==> src/rtl/prbs_pkg.sv <==
// Shared op codes, mode codes, tap tables and FSM encoding for the PRBS sequencing controller.
package prbs_pkg;

  typedef enum logic [1:0] {
    OP_LOAD_SEED = 2'b00,
    OP_START     = 2'b01,
    OP_STOP      = 2'b10,
    OP_INJECT    = 2'b11
  } op_e;

  typedef enum logic [1:0] {
    MODE_PRBS7  = 2'b00,
    MODE_PRBS9  = 2'b01,
    MODE_PRBS15 = 2'b10,
    MODE_PRBS31 = 2'b11
  } mode_e;

  typedef enum logic [1:0] {
    ST_IDLE = 2'b00,
    ST_RUN  = 2'b01,
    ST_DONE = 2'b10
  } state_e;

  // Polynomial length n (also the output tap) and the second tap m per mode.
  function automatic int unsigned tap_n(input mode_e md);
    case (md)
      MODE_PRBS7:  tap_n = 7;
      MODE_PRBS9:  tap_n = 9;
      MODE_PRBS15: tap_n = 15;
      default:     tap_n = 31;
    endcase
  endfunction

  function automatic int unsigned tap_m(input mode_e md);
    case (md)
      MODE_PRBS7:  tap_m = 6;
      MODE_PRBS9:  tap_m = 5;
      MODE_PRBS15: tap_m = 14;
      default:     tap_m = 28;
    endcase
  endfunction

endpackage

==> src/rtl/prbs_seq_ctrl_lfsr.sv <==
// Fibonacci LFSR with mode-selected taps; the active polynomial length masks the register.
module prbs_lfsr
  import prbs_pkg::*;
#(
  parameter int unsigned LFSR_W = 31
) (
  input  logic              clk,
  input  logic              rst_n,
  input  logic              load,
  input  logic [LFSR_W-1:0] seed,
  input  logic              step,
  input  mode_e             mode,
  output logic [7:0]        state_lo,
  output logic              out_bit
);

  localparam int unsigned IW = $clog2(LFSR_W);
  localparam int unsigned LW = IW + 1;

  logic [LFSR_W-1:0] state;
  logic [LFSR_W-1:0] mask;
  logic [LFSR_W-1:0] state_next;
  logic [IW-1:0]     n_idx;
  logic [IW-1:0]     m_idx;
  logic [LW-1:0]     n_len;
  logic              fb;

  always_comb begin
    n_len      = LW'(tap_n(mode));
    n_idx      = IW'(tap_n(mode) - 1);
    m_idx      = IW'(tap_m(mode) - 1);
    out_bit    = state[n_idx];
    fb         = state[n_idx] ^ state[m_idx];
    mask       = ~({LFSR_W{1'b1}} << n_len);
    state_next = {state[LFSR_W-2:0], fb} & mask;
  end

  // Load wins over step so a restart always begins from the seed.
  always_ff @(posedge clk or negedge rst_n) begin
    if (!rst_n) begin
      state <= LFSR_W'(1);
    end else if (load) begin
      state <= seed;
    end else if (step) begin
      state <= state_next;
    end
  end

  assign state_lo = state[7:0];

endmodule

==> src/rtl/prbs_seq_ctrl.sv <==
// PRBS sequencing controller: command port, burst FSM, seed and error-injection handling.
module prbs_seq_ctrl
  import prbs_pkg::*;
#(
  parameter int unsigned LFSR_W = 31,
  parameter int unsigned CNT_W  = 8
) (
  input  logic             clk,
  input  logic             rst_n,
  input  logic             cmd_valid,
  output logic             cmd_ready,
  input  logic [1:0]       cmd_op,
  input  logic [CNT_W-1:0] cmd_arg,
  input  logic [1:0]       mode,
  input  logic             step_en,
  output logic             prbs_bit,
  output logic             prbs_valid,
  output logic [7:0]       prbs_byte,
  output logic             busy,
  output logic             done
);

  state_e            state_q;
  state_e            state_d;
  mode_e             mode_q;
  logic [LFSR_W-1:0] seed_q;
  logic [CNT_W-1:0]  count_q;
  logic [CNT_W-1:0]  len_q;
  logic              inject_q;

  logic              accept;
  logic              start_acc;
  logic              stop_acc;
  logic              load_acc;
  logic              inj_acc;
  logic              step;
  logic              last_step;
  logic              lfsr_bit;

  always_ff @(posedge clk or negedge rst_n) begin
    if (!rst_n) state_q <= ST_IDLE;
    else        state_q <= state_d;
  end

  always_comb begin
    state_d    = state_q;
    cmd_ready  = (state_q != ST_DONE);
    accept     = cmd_valid & cmd_ready;
    start_acc  = accept && (op_e'(cmd_op) == OP_START);
    stop_acc   = accept && (op_e'(cmd_op) == OP_STOP);
    load_acc   = accept && (op_e'(cmd_op) == OP_LOAD_SEED);
    inj_acc    = accept && (op_e'(cmd_op) == OP_INJECT);
    step       = (state_q == ST_RUN) && step_en;
    last_step  = step && (len_q != '0) && (count_q == len_q - CNT_W'(1));
    busy       = (state_q == ST_RUN);
    done       = (state_q == ST_DONE);
    prbs_valid = step;
    prbs_bit   = step & (lfsr_bit ^ inject_q);

    case (state_q)
      ST_IDLE: if (start_acc) state_d = ST_RUN;
      // A restart keeps running; STOP and the final step share one DONE.
      ST_RUN: begin
        if (start_acc)                  state_d = ST_RUN;
        else if (stop_acc || last_step) state_d = ST_DONE;
      end
      ST_DONE: state_d = ST_IDLE;
      default: state_d = ST_IDLE;
    endcase
  end

  always_ff @(posedge clk or negedge rst_n) begin
    if (!rst_n) begin
      seed_q   <= LFSR_W'(1);
      mode_q   <= MODE_PRBS7;
      len_q    <= '0;
      count_q  <= '0;
      inject_q <= 1'b0;
    end else begin
      if (load_acc) seed_q <= (cmd_arg == '0) ? LFSR_W'(1) : LFSR_W'(cmd_arg);
      if (start_acc) begin
        mode_q  <= mode_e'(mode);
        len_q   <= cmd_arg;
        count_q <= '0;
      end else if (step) begin
        count_q <= count_q + CNT_W'(1);
      end
      // A new INJECT outranks consumption so it is never lost to a same-cycle step.
      if (inj_acc)   inject_q <= 1'b1;
      else if (step) inject_q <= 1'b0;
    end
  end

  prbs_lfsr #(
    .LFSR_W (LFSR_W)
  ) u_lfsr (
    .clk      (clk),
    .rst_n    (rst_n),
    .load     (start_acc),
    .seed     (seed_q),
    .step     (step),
    .mode     (mode_q),
    .state_lo (prbs_byte),
    .out_bit  (lfsr_bit)
  );

endmodule

==> config.mk <==
export PLATFORM = sky130hd
export DESIGN_NAME = prbs_seq_ctrl
export DESIGN_NICKNAME = d
export VERILOG_FILES = /design/src/rtl/prbs_pkg.sv /design/src/rtl/prbs_seq_ctrl_lfsr.sv /design/src/rtl/prbs_seq_ctrl.sv
export SDC_FILE = /design/constraint.sdc
export NUM_CORES = 1
export LEC_CHECK = 0
export ABC_AREA = 1
export BUFFER_PORTS_ARGS = -buffer_cell sky130_fd_sc_hd__buf_2
export CAP_MARGIN = 10
export CELL_PAD_IN_SITES_DETAIL_PLACEMENT = 0
export CELL_PAD_IN_SITES_GLOBAL_PLACEMENT = 2
export CORE_MARGIN = 4
export CORE_UTILIZATION = 32
export CTS_BUF_LIST = sky130_fd_sc_hd__clkbuf_4 sky130_fd_sc_hd__clkbuf_8 sky130_fd_sc_hd__clkbuf_16
export DETAILED_ROUTE_END_ITERATION = 10
export GPL_TIMING_DRIVEN = 1
export MAX_ROUTING_LAYER = met4
export PLACE_DENSITY_LB_ADDON = 0.1
export SETUP_SLACK_MARGIN = 0.2
export SLEW_MARGIN = 10
export SYNTH_ARGS = -nofsm -noshare
export SYNTH_HDL_FRONTEND = slang
export SYNTH_SLANG_ARGS = --single-unit
==> constraint.sdc <==
create_clock -name clk -period 1.5 [get_ports clk]
set_input_delay 0.3 -clock clk [delete_from_list [all_inputs] [get_ports clk]]
set_output_delay 0.3 -clock clk [all_outputs]
set_load 0.02 [all_outputs]
### Word level (Yosys, flattened, before mapping)

Index checks and enable logic that the tools add are counted.

| word-level totals | value |
|---|---|
| input port bits | 16 |
| output and inout port bits | 13 |
| register bits after elaboration | 83 |
| logic and storage cells | 64 |

| operators by class | value |
|---|---|
| add/sub/neg operators | 4 |
| bitwise operators | 6 |
| reductions and logical operators | 16 |
| $lt $le $gt $ge | 2 |
| muxes and demuxes | 17 |
| shift-type cells | 1 |
| eq/ne operators | 11 |

Operators with widths:

| operator | count |
|---|---|
| $mux 31 | 2 |
| $and 31x31->31 | 1 |
| $not 31->31 | 1 |
| $shl 31x5->31 const A | 1 |
| $pmux 5 s3 | 2 |
| $mux 8 | 3 |
| $lt 5x6->1 const B | 2 |
| $bmux 1 s5 | 2 |
| $sub 5x1->5 const B | 2 |
| $add 8x1->8 const B | 1 |
| $eq 2x2->1 const B | 4 |
| $eq 8x8->1 | 1 |
| $logic_not 8->1 | 1 |
| $reduce_bool 8->1 | 1 |
| $sub 8x1->8 const B | 1 |
| $logic_and 1x1->1 | 7 |
| $eq 2x1->1 const B | 3 |
| $logic_not 2->1 | 3 |
| $mux 2 | 3 |
| $mux 1 | 4 |
| $ne 2x2->1 const B | 2 |
| $pmux 2 s2 | 1 |
| $reduce_bool 2->1 | 2 |
| $ne 3x1->1 const B | 1 |
| other kinds (4) | 6 |

### Longest topological paths before layout

Gate-level depths: netlist of the first run.

| logic depth | value |
|---|---|
| depth in word-level cells | 9 |
| mapped depth | 12 |
| gate-level depth less buffers | 12 |

### Hierarchy

Synthesis of the first run repeated with hierarchy kept, for this count alone.

| second synthesis, totals | value |
|---|---|
| cell total of the unflattened synthesis | 409 |
| area, all modules | 3330.7 sq um |

By module, submodules not included:

| module | times used | area each (sq um) | cells each | sequential area each (sq um) |
|---|---|---|---|---|
| prbs_seq_ctrl | 1 | 1729.2 | 221 | 726.9 |
| prbs_lfsr | 1 | 1601.5 | 188 | 777.0 |

### Worst setup path after synthesis of the first run

Ideal clock, no wire load.

| path | value |
|---|---|
| kind | reg-to-output |
| from | register state_q[1] |
| to | output prbs_bit |
| cell stages (with the launch flop) | 6 |
| data required time | 1.200 ns |
| data arrival time | 1.343 ns |
| slack | -0.143 ns |
| buffers on the path | 0 |
| cells stage by stage | dfrtp_1 nor2_4 nand2_4 clkinv_2 o21ai_0 a21oi_1 |

| on the way | value |
|---|---|
| cells in the longest elaborated chain, start to end | 3 |

RTL lines:

| item | line | RTL |
|---|---|---|
| from (decl) | prbs_seq_ctrl.sv:23 | `state_e state_q;` |
| from (signal assigned) | prbs_seq_ctrl.sv:42 | `else state_q <= state_d;` |
| $eq 2x1->1 | n/a |  |
| via busy | prbs_seq_ctrl.sv:19 | `output logic busy,` |
| $logic_and 1x1->1 | prbs_seq_ctrl.sv:53 | `step = (state_q == ST_RUN) && step_en;` |
| via prbs_valid | prbs_seq_ctrl.sv:17 | `output logic prbs_valid,` |
| $and 1x1->1 | prbs_seq_ctrl.sv:58 | `prbs_bit = step & (lfsr_bit ^ inject_q);` |
| to (decl) | prbs_seq_ctrl.sv:16 | `output logic prbs_bit,` |

The timed path passes the listed nets, and every way through them passes these cells.

### Worst setup path after layout of the first run

| path | value |
|---|---|
| from | register mode_q[0] |
| to | output prbs_bit |

| on the way | value |
|---|---|
| cells in the longest elaborated chain, start to end | 7 |
| elaborated cells between the ends (all ways) | 9 |
| those cells by class | add/sub: 1; eq/ne: 2; mux: 3; bitwise: 2; reduce/logical: 1 |

RTL lines:

| item | line | RTL |
|---|---|---|
| from (decl) | prbs_seq_ctrl.sv:25 | `mode_e mode_q;` |
| from (signal assigned) | prbs_seq_ctrl.sv:82 | `mode_q <= mode_e'(mode);` |
| $eq 2x2->1, or another cell as far along | prbs_pkg.sv:26 | `case (md)` |
| $pmux 5 s3 (*) | prbs_pkg.sv:26 |  |
| $sub 5x1->5 (*) | prbs_seq_ctrl_lfsr.sv:30 | `n_idx = IW'(tap_n(mode) - 1);` |
| $bmux 1 s5 (*) | prbs_seq_ctrl_lfsr.sv:32 | `out_bit = state[n_idx];` |
| $mux 1 (implied by the code) (*) | prbs_seq_ctrl_lfsr.sv:32 |  |
| $xor 1x1->1 (*) | prbs_seq_ctrl.sv:58 |  |
| $and 1x1->1 (*) | prbs_seq_ctrl.sv:58 |  |

Mark *: on every way between the ends. The rest lies on a longest branch, timed or not. The select of a mux whose other input is x is not followed.

==> results.json, run 1 <==
{
  "status": "finished with violations",
  "failed_checks": "setup timing",
  "yosysSeqAreaShare": 0.4904,
  "timing.rr.end": "u_lfsr.state[0]$_DFFE_PN1P_",
  "cts_sinks": 60,
  "grt_pass1_wl_mm": 14.14,
  "instances_no_fill": 571,
  "min_period_over_period": 1.241,
  "drtIter0Drc": 85,
  "cts-root-buf": "clkbuf_8",
  "leakagePower_uw": 0.002160,
  "die_w_um": 105.9,
  "via_count": 2631,
  "synth_adder_area_share": 0.008160,
  "cts_tree": "done",
  "drc": 0,
  "startpoint": "mode_q[0]$_DFFE_PN0P_",
  "setup_viol": 55,
  "worst-path-max-fanout": 4,
  "place_area_um2": 3507,
  "final_nets": 455,
  "clk_latency_ns": 0.34,
  "core_um2": 9284,
  "p_per_area_nw_per_um2": 1468,
  "synth-xor-area-share": 0.01428,
  "relSlewSlack": 0.6225,
  "worstSetupPathType": "reg2out",
  "ir_drop_v": 0.0006344,
  "synth_seq_cells": 60,
  "antenna_found_initial": 0,
  "synth_top_family_by_area": "simple AND/OR/NAND/NOR gates",
  "num_antenna_cells": 0,
  "finalWorstSetupSlack_ns": -0.3620,
  "worstSetupStartpointType": "flip-flop",
  "wl_per_cell_um": 15.09,
  "hold_end": "mode_q[0]$_DFFE_PN0P_",
  "hp-start": "mode[0]",
  "cap_violations": 0,
  "ctsHtreeMaxLevel": 3,
  "finalCriticalPeriod_ns": 1.862,
  "synth_compound_gate_area_share": 0.1522,
  "fin_area_um2": 4786,
  "dp_hpwl_mm": 5.337,
  "drtPass1Iterations": 4,
  "ys_warn_count": 0,
  "hold_viol": 0,
  "r2r_slack_ns": -0.26,
  "synthCells": 356,
  "fill_cells": 891,
  "die-area_um2": 11210,
  "grtUsageTotal": 0.1684,
  "die_h_um": 105.9,
  "synth_area_leader_cell": "dfrtp_1",
  "synthTopCellsByCount": "nand2_1 (82), inv_1 (60), dfrtp_1 (58)",
  "power.total_uw": 7027,
  "ios": 29,
  "start_util": 0.3303,
  "ant_nets": 0,
  "ys_types": 38,
  "fmax_ghz": 0.5370,
  "grt_pass1_vias": 2701,
  "globalplace.congestion": 0.7450,
  "yosysMostFrequentCell": "nand2_1",
  "numCtsBuffers": 9,
  "clk_pin_slew_ns": 0.07,
  "critPathRequiredTime_ns": 1.20,
  "synth_nets": 374,
  "finalMaxSlewViolations": 0,
  "grt_overflow": 0,
  "syn_area_per_cell_um2": 8.614,
  "r2r_cells": 13,
  "placedCellCount": 518,
  "io_buffers": 28,
  "worst_clock_skew_ns": 0.01303,
  "synth-async-reset-ratio": 1.000,
  "synthTopCellsByArea": "dfrtp_1 (47%), nand2_1 (10%), inv_1 (7.3%)",
  "min_path_type": "in2reg",
  "drive_gt1_frac": 0.4842,
  "netlist.area_leader.share": 0.4733,
  "placementRows": 35,
  "tightest_slew_ns": 0.5610,
  "grt_max_degree": 61,
  "finalCoreUtilization": 0.5155,
  "rsz0062_at_grt": "yes",
  "regToRegStartpoint": "mode_q[0]$_DFFE_PN0P_",
  "avgViaCountPerCell": 4.608,
  "wl_mm": 8.616,
  "worstSetupEndpointType": "output port",
  "area_growth_pct": 56.06,
  "ys.flop_type": "dfrtp_1",
  "min_path_cells": 3,
  "clk_path_buf_depth": 2,
  "arrival_ns": 1.56,
  "synth_mux_area_frac": 0,
  "synth-edff-count": 0,
  "syn_area_um2": 3067,
  "yosys.area_share.simple": 0.2105
}
## repair_timing
item,4_1_cts,5_1_grt
gates cloned,6,1
pin swaps,12,11
endpoints found under the hold margin,58,0
setup endpoints to repair,55,66
buffers inserted,21,8
resized for setup,107,64
hold buffers,1,0
## worst max-delay path by stage
stage	end	slack [ns]
6_report	prbs_bit	-0.36
5_1_grt	prbs_bit	-0.46
4_1_cts	prbs_bit	-0.38
3_5_place_dp	prbs_bit	-0.07
3_3_place_gp	prbs_bit	-0.05
2_1_floorplan	prbs_bit	0.09
## worst max-delay path: stages (launching register included)
cell and delay [ns]:
dfrtp_2 0.44, nor2_4 0.12, inv_2 0.05, o211ai_2 0.13, nand2_2 0.13, o21ai_2 0.18, a21oi_4 0.04, buf_6 0.13
## through the flow
step	TNS [ns]	setup WS [ns]	hold slack [ns]
after floorplan	0	0.08925	0.004409
after global placement	-0.05476	-0.05476	0.3397
after detailed placement	-0.08513	-0.06984	0.3402
after CTS	-2.293	-0.3842	0.1698
after global routing	-9.042	-0.4590	0.1636
final	-5.848	-0.3620	0.1813
## sequential cells by signal, indices dropped and copies added, names as in the netlist
register      count
count_q           8
inject_q          1
len_q             8
mode_q            2
seed_q            8
state_q           2
u_lfsr.state     31
## power breakdown
part / total, uW / internal (uW) / switching (uW)
registers: 2260 / 1930 / 330
logic: 2890 / 1420 / 1470
clock network: 1870 / 1150 / 719
## final cells by class
| class | instances | area [um^2] | share of cell area |
|---|---|---|---|
| repair buffers | 88 | 919.6 | 0.1922 |
| clock inverters | 6 | 111.4 | 0.02327 |
| inverters | 65 | 284.0 | 0.05935 |
| multi-input cells | 212 | 1648 | 0.3443 |
| flip-flops and latches | 60 | 1508 | 0.3150 |
| repair inverters | 1 | 16.27 | 0.003399 |
| clock buffers | 10 | 137.6 | 0.02876 |
| well taps | 129 | 161.4 | 0.03373 |
## placed cells by master (no fill, tap or decap), types with 6 or more instances in the layout
cell type  count
clkbuf_8      10
nor2_2         6
nor2_1        14
inv_2          7
nand2_4       10
o21ai_2       12
buf_4         27
nand4_1        6
nand2_2       14
o21ai_1       10
o22ai_2       17
inv_1         53
buf_12         8
dfrtp_1       55
buf_2         21
nand2_1       59
buf_6         23
nand3_1       10
## cell families (layout without fill, tap and decap cells)
group                    after synthesis  in the layout
AO/OA/AOI/OAI                         67             67
XOR/XNOR                               5              5
adder cells (fa/ha/maj)                2              2
buffers and inverters                 84            170
flip-flops                            60             60
AND/OR/NAND/NOR                      138            138
## metal layers
| metal | vias to the layer above | wire length (um) | global-route usage |
|---|---|---|---|
| met5 | - | 0 | - |
| met4 | 0 | 104 | 0.04440 |
| met3 | 11 | 238 | 0.03582 |
| met2 | 49 | 3894 | 0.2509 |
| met1 | 1256 | 4380 | 0.2343 |
| li1 | 1315 | - | - |
Power figures use the tool's default switching activity.
==> run 2, diff against run 1 <==
--- a/config.mk
+++ b/config.mk
@@ -6,7 +6,7 @@
 export NUM_CORES = 1
 export LEC_CHECK = 0
 export ABC_AREA = 1
-export BUFFER_PORTS_ARGS = -buffer_cell sky130_fd_sc_hd__buf_2
+export BUFFER_PORTS_ARGS = -buffer_cell sky130_fd_sc_hd__clkbuf_2
 export CAP_MARGIN = 10
 export CELL_PAD_IN_SITES_DETAIL_PLACEMENT = 0
 export CELL_PAD_IN_SITES_GLOBAL_PLACEMENT = 2
==> run 2 against run 1 <==
Compared with the run above: clock power down 13%; non-clock buffer count up 4; critical path type unchanged; final cell count up 0.70%; die area unchanged; core utilization up 0.16 points; largest cell class unchanged; the flow still finishes with violations (setup timing); critical endpoint unchanged; first-iteration DRC count up 20%.
==> results.json, run 2 (same netlist as run 1, synthesis figures left out) <==
{
  "status": "finished with violations",
  "failed_checks": "setup timing",
  "num_antenna_cells": 0,
  "die_w_um": 105.9,
  "worst-path-max-fanout": 5,
  "finalWorstSetupSlack_ns": -0.4025,
  "top_register": "u_lfsr.state",
  "final_common_cell": "nand2_1",
  "final_cell_mix": "nand2_1 (59), inv_1 (55), dfrtp_1 (55)",
  "wl_mm": 8.520,
  "drive_gt1_frac": 0.4821,
  "finalCriticalPeriod_ns": 1.903,
  "fmax_ghz": 0.5256,
  "grt_max_degree": 61,
  "final_nets": 459,
  "setup_viol": 61,
  "min_path_cells": 3,
  "place_ws_ns": -0.07143,
  "min_period_over_period": 1.268,
  "ir_drop_v": 0.0007054,
  "ctsHtreeMaxLevel": 3,
  "rsz0062_at_grt": "yes",
  "numCtsBuffers": 9,
  "clkPwrFrac": 0.237,
  "largest_register_ffs": 31,
  "fill_cells": 879,
  "start_util": 0.3303,
  "core_um2": 9284,
  "wl_per_cell_um": 14.82,
  "ant_nets": 0,
  "min_path_type": "in2reg",
  "worstSetupEndpointType": "output port",
  "cts_sinks": 60,
  "drtPass1Iterations": 4,
  "critPathRequiredTime_ns": 1.20,
  "power.switching_uw": 2462,
  "r2r_cells": 14,
  "finalMaxSlewViolations": 0,
  "cts_tree": "done",
  "worstSetupPathType": "reg2out",
  "placementRows": 35,
  "pwr-share-seq": 0.329,
  "p_sw_frac": 0.3600,
  "drc": 0,
  "via_count": 2584,
  "internal_power_uw": 4377,
  "cap_violations": 0,
  "clk_latency_ns": 0.34,
  "clk_pin_slew_ns": 0.06,
  "finalCoreUtilization": 0.5171,
  "grt_overflow": 0,
  "die-area_um2": 11210,
  "drtIter0Drc": 102,
  "clk_path_buf_depth": 2,
  "tightest_slew_ns": 0.5841,
  "ios": 29,
  "relSlewSlack": 0.6070,
  "leakagePower_uw": 0.002186,
  "die_h_um": 105.9,
  "avgViaCountPerCell": 4.494,
  "hold_viol": 0,
  "arrival_ns": 1.60,
  "dp_hpwl_mm": 5.267,
  "grt_pass1_vias": 2613,
  "worstSetupStartpointType": "flip-flop",
  "fin_area_um2": 4801,
  "area_growth_pct": 56.55,
  "globalplace.congestion": 0.7867,
  "combPwrFrac": 0.434,
  "place_area_um2": 3485,
  "antenna_found_initial": 0,
  "worst_clock_skew_ns": 0.01094,
  "grt_pass1_wl_mm": 13.50,
  "grtUsageTotal": 0.1591,
  "io_buffers": 28,
  "p_per_area_nw_per_um2": 1425,
  "cts-root-buf": "clkbuf_8"
}
[run 2: through the flow]
step | total power (uW) | TNS [ns] | hold WS, ns | cells
final | 6839 | -9.426 | 0.1905 | 575
after detailed placement | 4032 | -0.07143 | 0.3445 | 515
after global placement | 4039 | -0.06321 | 0.3465 | 515
after global routing | 7268 | -12.97 | 0.1825 | 575
after floorplan | 3516 | 0 | 0.004409 | 356
after CTS | 6402 | -1.504 | 0.1684 | 556
[run 2: what timing repair did]
item                                   in CTS  in global routing
hold buffers                                1                  0
cloned                                      3                  5
endpoints found under the hold margin      58                  0
setup buffers                              21                 14
setup endpoints to repair                  43                 65
resized for setup                          71                111
pin swaps                                  17                 15
[run 2: power groups by stage]
stage | registers [uW] | clock network, uW | logic [uW]
CTS | 2220 | 1680 | 2500
finish | 2250 | 1620 | 2970
global placement | 2250 | 0 | 1790
floorplan | 2170 | 0 | 1350
global route | 2290 | 1740 | 3240
detailed placement | 2250 | 0 | 1790
[run 2: path summary, 6_finish.rpt]
path,end,startpoint,slack (ns)
max in group asynchronous,mode_q[0]$_DFFE_PN0P_,rst_n,0.67
min reg2reg,seed_q[0]$_DFFE_PN1P_,seed_q[0]$_DFFE_PN1P_,0.48
max,prbs_bit,mode_q[0]$_DFFE_PN0P_,-0.40
max reg2reg,u_lfsr.state[0]$_DFFE_PN1P_,mode_q[0]$_DFFE_PN0P_,-0.34
min,mode_q[0]$_DFFE_PN0P_,mode[0],0.19
min in group asynchronous,len_q[4]$_DFFE_PN0P_,rst_n,0.49
[run 2: routing by layer]
layer	vias to the layer above	global-route usage	wire length, um
met5	-	-	0
met4	0	0.04995	96
met3	8	0.03704	261
met2	37	0.2313	3860
met1	1218	0.2209	4303
li1	1321	-	-
[run 2: worst max-delay path, cell delays in order, from the launching register on]
cell      delay (ns)
dfrtp_2         0.45
nor2_4          0.12
inv_2           0.04
o211ai_2        0.14
nand2_2         0.13
o21ai_2         0.20
a21oi_4         0.05
buf_8           0.13
[run 2: layout make-up]
type / instances / area [um^2] / share of cell area
clock buffers: 10 / 131.4 / 0.02737
clock inverters: 6 / 88.84 / 0.01850
inverters: 65 / 284.0 / 0.05916
multi-input cells: 212 / 1630 / 0.3396
flip-flops and latches: 60 / 1508 / 0.3140
well taps: 129 / 161.4 / 0.03362
repair buffers: 92 / 980.9 / 0.2043
repair inverters: 1 / 16.27 / 0.003388
